===== config.mk =====
export PLATFORM = sky130hd
export DESIGN_NAME = instr_fetch_unit
export DESIGN_NICKNAME = d
export VERILOG_FILES = /design/src/rtl/instr_fetch_unit.sv
export SDC_FILE = /design/constraint.sdc
export NUM_CORES = 1
export LEC_CHECK = 0
export CAP_MARGIN = 20
export CORE_ASPECT_RATIO = 1.5
export CORE_MARGIN = 4
export CORE_UTILIZATION = 35
export DETAILED_ROUTE_END_ITERATION = 6
export GPL_ROUTABILITY_DRIVEN = 0
export PLACE_DENSITY = 0.66
export SLEW_MARGIN = 20
export SYNTH_ARGS = -nofsm -noshare
export SYNTH_HDL_FRONTEND = slang
export SYNTH_SLANG_ARGS = --single-unit
export TNS_END_PERCENT = 50

===== constraint.sdc =====
create_clock -name clk -period 3.5 [get_ports clk]
set_input_delay 0.7 -clock clk [delete_from_list [all_inputs] [get_ports clk]]
set_output_delay 0.7 -clock clk [all_outputs]
set_load 0.01 [all_outputs]

===== src/rtl/instr_fetch_unit.sv =====
// Fetch stage of the multicycle MIPS CPU.
// Owns the program counter, drives the instruction ROM, latches the fetched
// word into the instruction register and offers it to decode. Misaligned or
// out-of-range fetch addresses park the unit in a sticky fault state.
//
// Handshake: ir_valid && ir_ready on a rising edge transfers ir_out/pc_out to
// decode. While ir_valid is high, ir_out and pc_out do not change, and ir_valid
// only drops after a transfer, a redirect or a reset.
module instr_fetch_unit #(
    parameter int ROM_LAT   = 1,
    parameter int ROM_BYTES = 128
) (
    input  logic        clk,
    input  logic        rst,
    input  logic [31:0] start_pc,
    output logic [31:0] rom_addr,
    output logic        rom_read_en,
    input  logic [31:0] rom_instr,
    output logic [31:0] ir_out,
    output logic [31:0] pc_out,
    output logic [31:0] pc_plus4,
    output logic        ir_valid,
    input  logic        ir_ready,
    input  logic        redirect,
    input  logic [31:0] redirect_pc,
    output logic        fetch_err,
    output logic [1:0]  state_dbg
);

    typedef enum logic [1:0] {
        S_IDLE  = 2'd0,
        S_REQ   = 2'd1,
        S_HOLD  = 2'd2,
        S_FAULT = 2'd3
    } state_t;

    // Counter wide enough to count 0 .. ROM_LAT-1 cycles of a ROM request.
    localparam int CW = (ROM_LAT > 1) ? $clog2(ROM_LAT) : 1;
    localparam logic [CW-1:0] LAST_CNT = CW'(ROM_LAT - 1);

    state_t        state, state_d;
    logic [31:0]   pc, pc_d;
    logic [CW-1:0] wait_cnt, wait_cnt_d;
    logic          load_ir;

    // A fetch is legal when word aligned and the whole word lies inside the ROM.
    // The 33-bit sum keeps addresses near 2^32 from wrapping into range.
    function automatic logic fetch_legal(input logic [31:0] addr);
        return (addr[1:0] == 2'b00) && (({1'b0, addr} + 33'd3) < 33'(ROM_BYTES));
    endfunction

    // Next-state, next-pc and wait-counter logic; redirect outranks sequencing.
    always_comb begin
        state_d    = state;
        pc_d       = pc;
        wait_cnt_d = wait_cnt;
        load_ir    = 1'b0;
        case (state)
            S_IDLE: begin
                pc_d       = start_pc;
                wait_cnt_d = '0;
                state_d    = fetch_legal(start_pc) ? S_REQ : S_FAULT;
            end
            S_REQ: begin
                if (redirect) begin
                    pc_d       = redirect_pc;
                    wait_cnt_d = '0;
                    state_d    = fetch_legal(redirect_pc) ? S_REQ : S_FAULT;
                end else if (wait_cnt == LAST_CNT) begin
                    load_ir    = 1'b1;
                    pc_d       = pc + 32'd4;
                    wait_cnt_d = '0;
                    state_d    = S_HOLD;
                end else begin
                    wait_cnt_d = wait_cnt + 1'b1;
                end
            end
            S_HOLD: begin
                // With ir_ready low a redirect simply discards the held word.
                if (redirect) begin
                    pc_d       = redirect_pc;
                    wait_cnt_d = '0;
                    state_d    = fetch_legal(redirect_pc) ? S_REQ : S_FAULT;
                end else if (ir_ready) begin
                    wait_cnt_d = '0;
                    state_d    = fetch_legal(pc) ? S_REQ : S_FAULT;
                end
            end
            S_FAULT: begin
                state_d = S_FAULT;
            end
            default: begin
                state_d = S_IDLE;
            end
        endcase
    end

    // State, pc, counter and instruction register updates.
    always_ff @(posedge clk) begin
        if (rst) begin
            state    <= S_IDLE;
            pc       <= '0;
            wait_cnt <= '0;
            ir_out   <= '0;
            pc_out   <= '0;
        end else begin
            state    <= state_d;
            pc       <= pc_d;
            wait_cnt <= wait_cnt_d;
            if (load_ir) begin
                ir_out <= rom_instr;
                pc_out <= pc;
            end
        end
    end

    // Outputs decoded from the state; the ROM address is always word aligned.
    always_comb begin
        rom_addr    = {pc[31:2], 2'b00};
        rom_read_en = (state == S_REQ);
        ir_valid    = (state == S_HOLD);
        fetch_err   = (state == S_FAULT);
        pc_plus4    = pc_out + 32'd4;
        state_dbg   = state;
    end

endmodule


==> flow_metrics.env, run 1 <==
export IMPL_cts_reportedPaths_clkPinSlew_ns=0.08
export IMPL_clock_fmax_ghz=0.304
export IMPL_grt_pass1_wl_mm=34.9
export IMPL_syn_to_final_growth_pct=44.4
export IMPL_core_sq_um=17300
export IMPL_cp_max_fo=5
export IMPL_root_buffer="clkbuf_16"
export IMPL_wl_met2_mm=11.8
export IMPL_cp_top_family="simple AND/OR/NAND/NOR gates"
export IMPL_cts_htree_levels=3
export IMPL_synth_seq_cells=98
export IMPL_final_min_clock_period_ns=3.29
export IMPL_regToRegStartpoint="pc[3]$_SDFFE_PP0P_"
export IMPL_ctsLongestPathBuffers=2
export IMPL_synth_distinct_cells=62
export IMPL_drcViolationCount=0
export IMPL_wl_met1_mm=8.87
export IMPL_setup_worst_path_start_class="flop"
export IMPL_num_vias=7022
export IMPL_io_pins=233
export IMPL_routed_wl_met3_mm=1.59
export IMPL_setup_viol=0
export IMPL_clock_sinks=98
export IMPL_power_leakage_nw=3.03
export IMPL_grt_max_degree=74
export IMPL_final_area_sq_um=8920
export IMPL_tns_ns=0
export IMPL_routed_via_density=5.56
export IMPL_crit_cells=7
export IMPL_path_cells="and4_2, nand4_1, or3_4, nor2_4, nand3_1, xnor2_1, clkdlybuf4s50_1"
export IMPL_num_rows=59
export IMPL_synth_top_flop_cell="dfxtp_1"
export IMPL_max_stage_delay_ns=0.57
export IMPL_avgSynthCellArea_sq_um=7.15
export IMPL_drv_cap=0
export IMPL_initial_core_util_pct=35.6
export IMPL_p_per_area_nw_per_um2=635
export IMPL_top_layer_used="met4"
export IMPL_rr_endpoint="state_dbg[1]$_SDFFE_PP0P_"
export IMPL_hold_viol=0
export IMPL_dp_hpwl_mm=17.5
export IMPL_clock_latency_ns=0.36
export IMPL_critPathBufInv=1
export IMPL_dieWidth_um=116
export IMPL_antennaDiodeCount=0
export IMPL_fp_dieArea_sq_um=19900
export IMPL_cp_slowest_cell="clkdlybuf4s50_1"
export IMPL_dpl_instance_area_sq_um=8560
export IMPL_fillers=1690
export IMPL_grt_use_total_pct=22.2
export IMPL_path_class="reg -> out"
export IMPL_worstMarginPinSlew_ns=0.798
export IMPL_antenna_found_initial=0
export IMPL_hold_path_class="reg -> reg"
export IMPL_synth_async_reset_ratio_pct=0
export IMPL_r2r_cells=8
export IMPL_end_kind="output port"
export IMPL_drtPass1Iterations=5
export IMPL_grt_pass1_vias=6445
export IMPL_period_share_pct=93.9
export IMPL_rsz0062_at_grt="false"
export IMPL_drv_slew=0
export IMPL_yosys_warnings=0
export IMPL_syn_area_sq_um=6170
export IMPL_seq_area_frac_synth_pct=31.8
export IMPL_drt_total_wl_mm=23.0
export IMPL_cts_tree="built"
export IMPL_slew_headroom_pct=46.8
export IMPL_vdd_drop_max_v=0.000317
export IMPL_fin_skew_ns=0.0141
export IMPL_arrival_ns=2.59
export IMPL_min_path_cells=2
export IMPL_layout_drive_gt1_share_pct=7.52
export IMPL_io_buffers=230
export IMPL_grt_ovfl_total=0
export IMPL_whs_endpoint="ir_out[14]$_SDFFE_PP0P_"
export IMPL_wl_per_cell_um=18.2
export IMPL_detail_route_iter0_violations=456
export IMPL_synth_edf_count=0
export IMPL_cp_required_ns=2.80
export IMPL_cts_buffers=9
export IMPL_ant_nets=0
export IMPL_status="completed"
export IMPL_postSynthCellCount=863
export IMPL_r2r_slack_ns=0.47
export IMPL_final_nets=1151
export IMPL_die_h_um=171
export IMPL_min_from="ir_out[14]$_SDFFE_PP0P_"
==> per-stage QoR <==
stage	total power, mW	cells	setup WS (ns)	hold WS [ns]	utilization, %
4_1_cts	5.68	1262	0.0114	0.456	51.2
3_3_place_gp	4.65	1245	0.157	0.441	49.3
2_1_floorplan	3.50	864	0.752	0.453	-
3_5_place_dp	4.66	1245	0.0854	0.447	49.3
6_report	5.66	1263	0.212	0.454	51.4
5_1_grt	6.02	1263	0.0738	0.474	51.4
==> metal layers <==
layer	global-route usage, %	vias up
met5	0	-
met3	4.35	54
met1	26.6	3269
met4	7.37	0
met2	39.2	312
li1	-	3387
==> cells in the final DEF, fill, tap and decap left out, types with 3 or more instances in the layout <==
cell type,count
a211oi_1,12
a21o_1,3
a21oi_1,98
a22oi_1,8
a311oi_1,3
a31oi_1,4
and2_1,3
and3_1,8
and4_1,6
buf_12,3
buf_4,34
clkbuf_16,9
clkdlybuf4s50_1,225
dfxtp_1,94
dfxtp_2,4
dlymetal6s2s_1,4
ha_1,5
inv_1,7
nand2_1,205
nand2b_1,5
nand3_1,28
nand4_1,22
nand4_2,3
nor2_1,54
nor3_1,21
nor4_1,17
nor4_2,4
o211ai_1,35
o21ai_0,17
or3_1,3
or4_1,3
xnor2_1,34
xor2_1,12
==> worst reg2reg max path: stages (launching register included) <==
cell	delay (ns)
dfxtp_1	0.51
ha_1	0.34
nand2_1	0.18
or4_1	0.60
nor4_1	0.35
xnor2_1	0.23
a31oi_1	0.14
o31a_1	0.36
o211a_1	0.22
==> synth_stat cells (all sizes together), types with 17 or more instances <==
| cell | number | area (sq um) |
|---|---|---|
| clkbuf | 53 | 200 |
| nor2 | 56 | 210 |
| nand3 | 30 | 155 |
| a21oi | 98 | 490 |
| xnor2 | 34 | 298 |
| nor4 | 21 | 156 |
| nand4 | 25 | 175 |
| o21ai | 17 | 85.1 |
| o211ai | 35 | 263 |
| buf | 43 | 295 |
| nand2 | 205 | 769 |
| dfxtp | 98 | 1960 |
| nor3 | 21 | 105 |
==> how the worst max path moves through the flow <==
stage | slack (ns) | from | to
after global routing | 0.07 | pc_out[6]$_SDFFE_PP0P_ | pc_plus4[25]
after global placement | 0.16 | pc_out[7]$_SDFFE_PP0P_ | pc_plus4[31]
final | 0.21 | pc_out[6]$_SDFFE_PP0P_ | pc_plus4[25]
after detailed placement | 0.09 | start_pc[7] | state_dbg[1]$_SDFFE_PP0P_
after CTS | 0.01 | pc_out[6]$_SDFFE_PP0P_ | pc_plus4[31]
after floorplan | 0.75 | pc_out[4]$_SDFFE_PP0P_ | pc_plus4[31]
==> cells by family (layout without fill, tap and decap cells) <==
family / after synthesis / after routing / synth area share, %
AND/OR/NAND/NOR: 401 / 401 / 30.6
buffers and inverters: 103 / 289 / 8.45
other: 1 / 2 / 0.0607
adder cells (fa/ha/maj): 6 / 6 / 1.22
multiplexers: 3 / 3 / 0.507
AO/OA/AOI/OAI: 205 / 205 / 20.9
flip-flops: 98 / 98 / 31.8
XOR/XNOR: 46 / 46 / 6.53
==> report_power, final <==
group / switching (mW) / leakage [nW] / internal [mW]
combinational: 1.48 / 2.08 / 1.33
sequential: 0.463 / 0.802 / 1.38
clock: 0.493 / 0.144 / 0.519
total: 2.44 / 3.03 / 3.22
==> what timing repair did <==
| action | 4_1_cts | 5_1_grt |
|---|---|---|
| endpoints found under the hold margin | 0 | 0 |
| resized for setup | 8 | 9 |
| setup endpoints to repair | 6 | 4 |
| pin swaps | 2 | 1 |
| hold buffers | 0 | 0 |
| setup buffers | 1 | 1 |
==> sequential cells by signal, indices dropped and copies added (netlist names) <==
name / count
pc: 32
state_dbg: 2
pc_out: 32
ir_out: 32
==> layout make-up <==
class | instances | area [sq um] | share of cell area [%]
multi-input combinational | 663 | 3740 | 42.0
timing repair buffer | 266 | 2620 | 29.4
sequential | 98 | 1970 | 22.1
inverter | 7 | 26.3 | 0.295
clock buffer | 10 | 239 | 2.68
tap | 213 | 267 | 2.99
clock inverter | 6 | 56.3 | 0.631
(Power assumes the default switching activity.)
==> run 2: changes to the inputs <==
--- a/config.mk
+++ b/config.mk
@@ -10,6 +10,5 @@
 export CORE_MARGIN = 4
-export CORE_UTILIZATION = 35
+export CORE_UTILIZATION = 30
 export DETAILED_ROUTE_END_ITERATION = 6
 export GPL_ROUTABILITY_DRIVEN = 0
-export PLACE_DENSITY = 0.66
 export SLEW_MARGIN = 20
==> constraint.sdc (replaced) <==
create_clock -name clk -period 2.7 [get_ports clk]
set_input_delay 0.405 -clock clk [delete_from_list [all_inputs] [get_ports clk]]
set_output_delay 0.405 -clock clk [all_outputs]
set_load 0.01 [all_outputs]
==> run 2 against run 1 <==
Sequential share of layout area fell by 1.5 points. Clock-buffer cell count is 2 higher. Non-clock buffer count up 78. Critical path type unchanged. Power up 33%. Largest cell class unchanged. Combinational power rose by 51%. Critical path depth is 2 higher. Via count increased by 1.8%. Setup slack worse by 0.19 ns. Highest routed layer unchanged.
==> flow_metrics.env, run 2 (same netlist as run 1, synthesis figures left out) <==
export IMPL_status="completed"
export IMPL_io_buffers=230
export IMPL_grt_use_total_pct=20.0
export IMPL_ctsLongestPathBuffers=2
export IMPL_dp_cells=1374
export IMPL_clock_latency_ns=0.36
export IMPL_final_nets=1229
export IMPL_hold_ws_ns=0.452
export IMPL_rsz0062_at_grt="true"
export IMPL_drv_slew=0
export IMPL_clock_fmax_ghz=0.374
export IMPL_cp_max_fo=3
export IMPL_setup_viol=0
export IMPL_cp_slowest_cell="or3_4"
export IMPL_power_leakage_nw=3.40
export IMPL_instances_no_fill=1392
export IMPL_die_h_um=184
export IMPL_max_stage_delay_ns=0.47
export IMPL_p_per_area_nw_per_um2=788
export IMPL_ant_nets=0
export IMPL_cp_required_ns=2.30
export IMPL_layout_drive_gt1_share_pct=14.9
export IMPL_core_sq_um=20300
export IMPL_cts_tree="built"
export IMPL_dp_worst_setup_slack_ns=-0.447
export IMPL_cts_htree_levels=3
export IMPL_grt_pass1_wl_mm=37.3
export IMPL_path_class="reg -> out"
export IMPL_fp_dieArea_sq_um=23000
export IMPL_slew_headroom_pct=63.6
export IMPL_fin_ws_ns=0.0248
export IMPL_cts_buffers=9
export IMPL_tns_ns=0
export IMPL_drt_total_wl_mm=23.8
export IMPL_dp_hpwl_mm=18.7
export IMPL_cts_reportedPaths_clkPinSlew_ns=0.07
export IMPL_drcViolationCount=0
export IMPL_critPathBufInv=3
export IMPL_routed_via_density=5.14
export IMPL_grt_ovfl_total=0
export IMPL_end_kind="output port"
export IMPL_worstMarginPinSlew_ns=0.542
export IMPL_grt_pass1_vias=6993
export IMPL_grt_max_degree=69
export IMPL_hold_path_class="reg -> reg"
export IMPL_final_common_cell="clkdlybuf4s50_1"
export IMPL_setup_worst_path_start_class="flop"
export IMPL_cp_top_family="simple AND/OR/NAND/NOR gates"
export IMPL_syn_to_final_growth_pct=55.0
export IMPL_num_rows=64
export IMPL_final_min_clock_period_ns=2.68
export IMPL_initial_core_util_pct=30.4
export IMPL_arrival_ns=2.27
export IMPL_fin_skew_ns=0.0104
export IMPL_utilization_pct=47.0
export IMPL_drv_cap=0
export IMPL_postCtsHoldBufs=0
export IMPL_io_pins=233
export IMPL_dieWidth_um=125
export IMPL_period_share_pct=99.1
export IMPL_wl_per_cell_um=17.1
export IMPL_hold_viol=0
export IMPL_antennaDiodeCount=0
export IMPL_detail_route_iter0_violations=416
export IMPL_num_vias=7148
export IMPL_clock_sinks=98
export IMPL_mostFrequentLayoutCells="clkdlybuf4s50_1, nand2_1, buf_4"
export IMPL_antenna_found_initial=0
export IMPL_vdd_drop_max_v=0.000693
export IMPL_root_buffer="clkbuf_16"
export IMPL_drtPass1Iterations=7
export IMPL_reg_largest_list="ir_out: 32 flops, pc: 32 flops, pc_out: 32 flops"
export IMPL_path_cells="and4_4, nand4_1, or3_4, nor2_4, buf_6, nand3_4, buf_4, xnor2_1, buf_2"
-- run 2: metal layers --
metal / track usage [%] / vias up / part of all wire [%]
li1: - / 3535 / -
met1: 22.3 / 3337 / 40
met2: 36.8 / 231 / 52
met3: 4.07 / 45 / 5.3
met4: 8.38 / 0 / 3.3
met5: 0 / - / 0
-- run 2: final cells by class --
class,instances,area [sq um]
flip-flops and latches,98,1970
clock buffers,12,236
well taps,264,330
fillers,2159,10800
clock inverters,4,28.8
multi-input cells,663,3800
repair buffers,344,3180
inverters,7,26.3
-- run 2: tightest hold or removal path, delay by kind of cell (launching register included) --
family	cells	cell delay, ns
flip-flops	1	0.31
AND/OR/NAND/NOR	1	0.05
AO/OA/AOI/OAI	1	0.05
-- run 2: final timing paths --
path,slack (ns),end,depth (start not counted),from
max,0.02,pc_plus4[27],9,pc_out[7]$_SDFFE_PP0P_
min,0.45,ir_out[13]$_SDFFE_PP0P_,2,ir_out[13]$_SDFFE_PP0P_
max reg2reg,0.19,state_dbg[1]$_SDFFE_PP0P_,8,pc[3]$_SDFFE_PP0P_
min reg2reg,0.45,ir_out[13]$_SDFFE_PP0P_,2,ir_out[13]$_SDFFE_PP0P_
-- run 2: what timing repair did --
item                       in CTS  in global routing
pin swaps                       4                  6
setup endpoints to repair      16                 12
resized for setup              43                 17
gates cloned                    0                  0
setup buffers                   2                  0
-- run 2: power by group --
part,internal (mW),total [mW],switching [mW],leakage (nW)
logic,1.97,4.23,2.25,2.48
clock network,0.627,1.21,0.583,0.123
registers,1.79,2.10,0.315,0.802
-- run 2: metrics by stage --
step,area (sq um),power (mW)
after floorplan,6180,4.54
after global placement,9230,6.35
after detailed placement,9230,6.37
after CTS,9540,7.59
after global routing,9570,8.04
final,9570,7.54
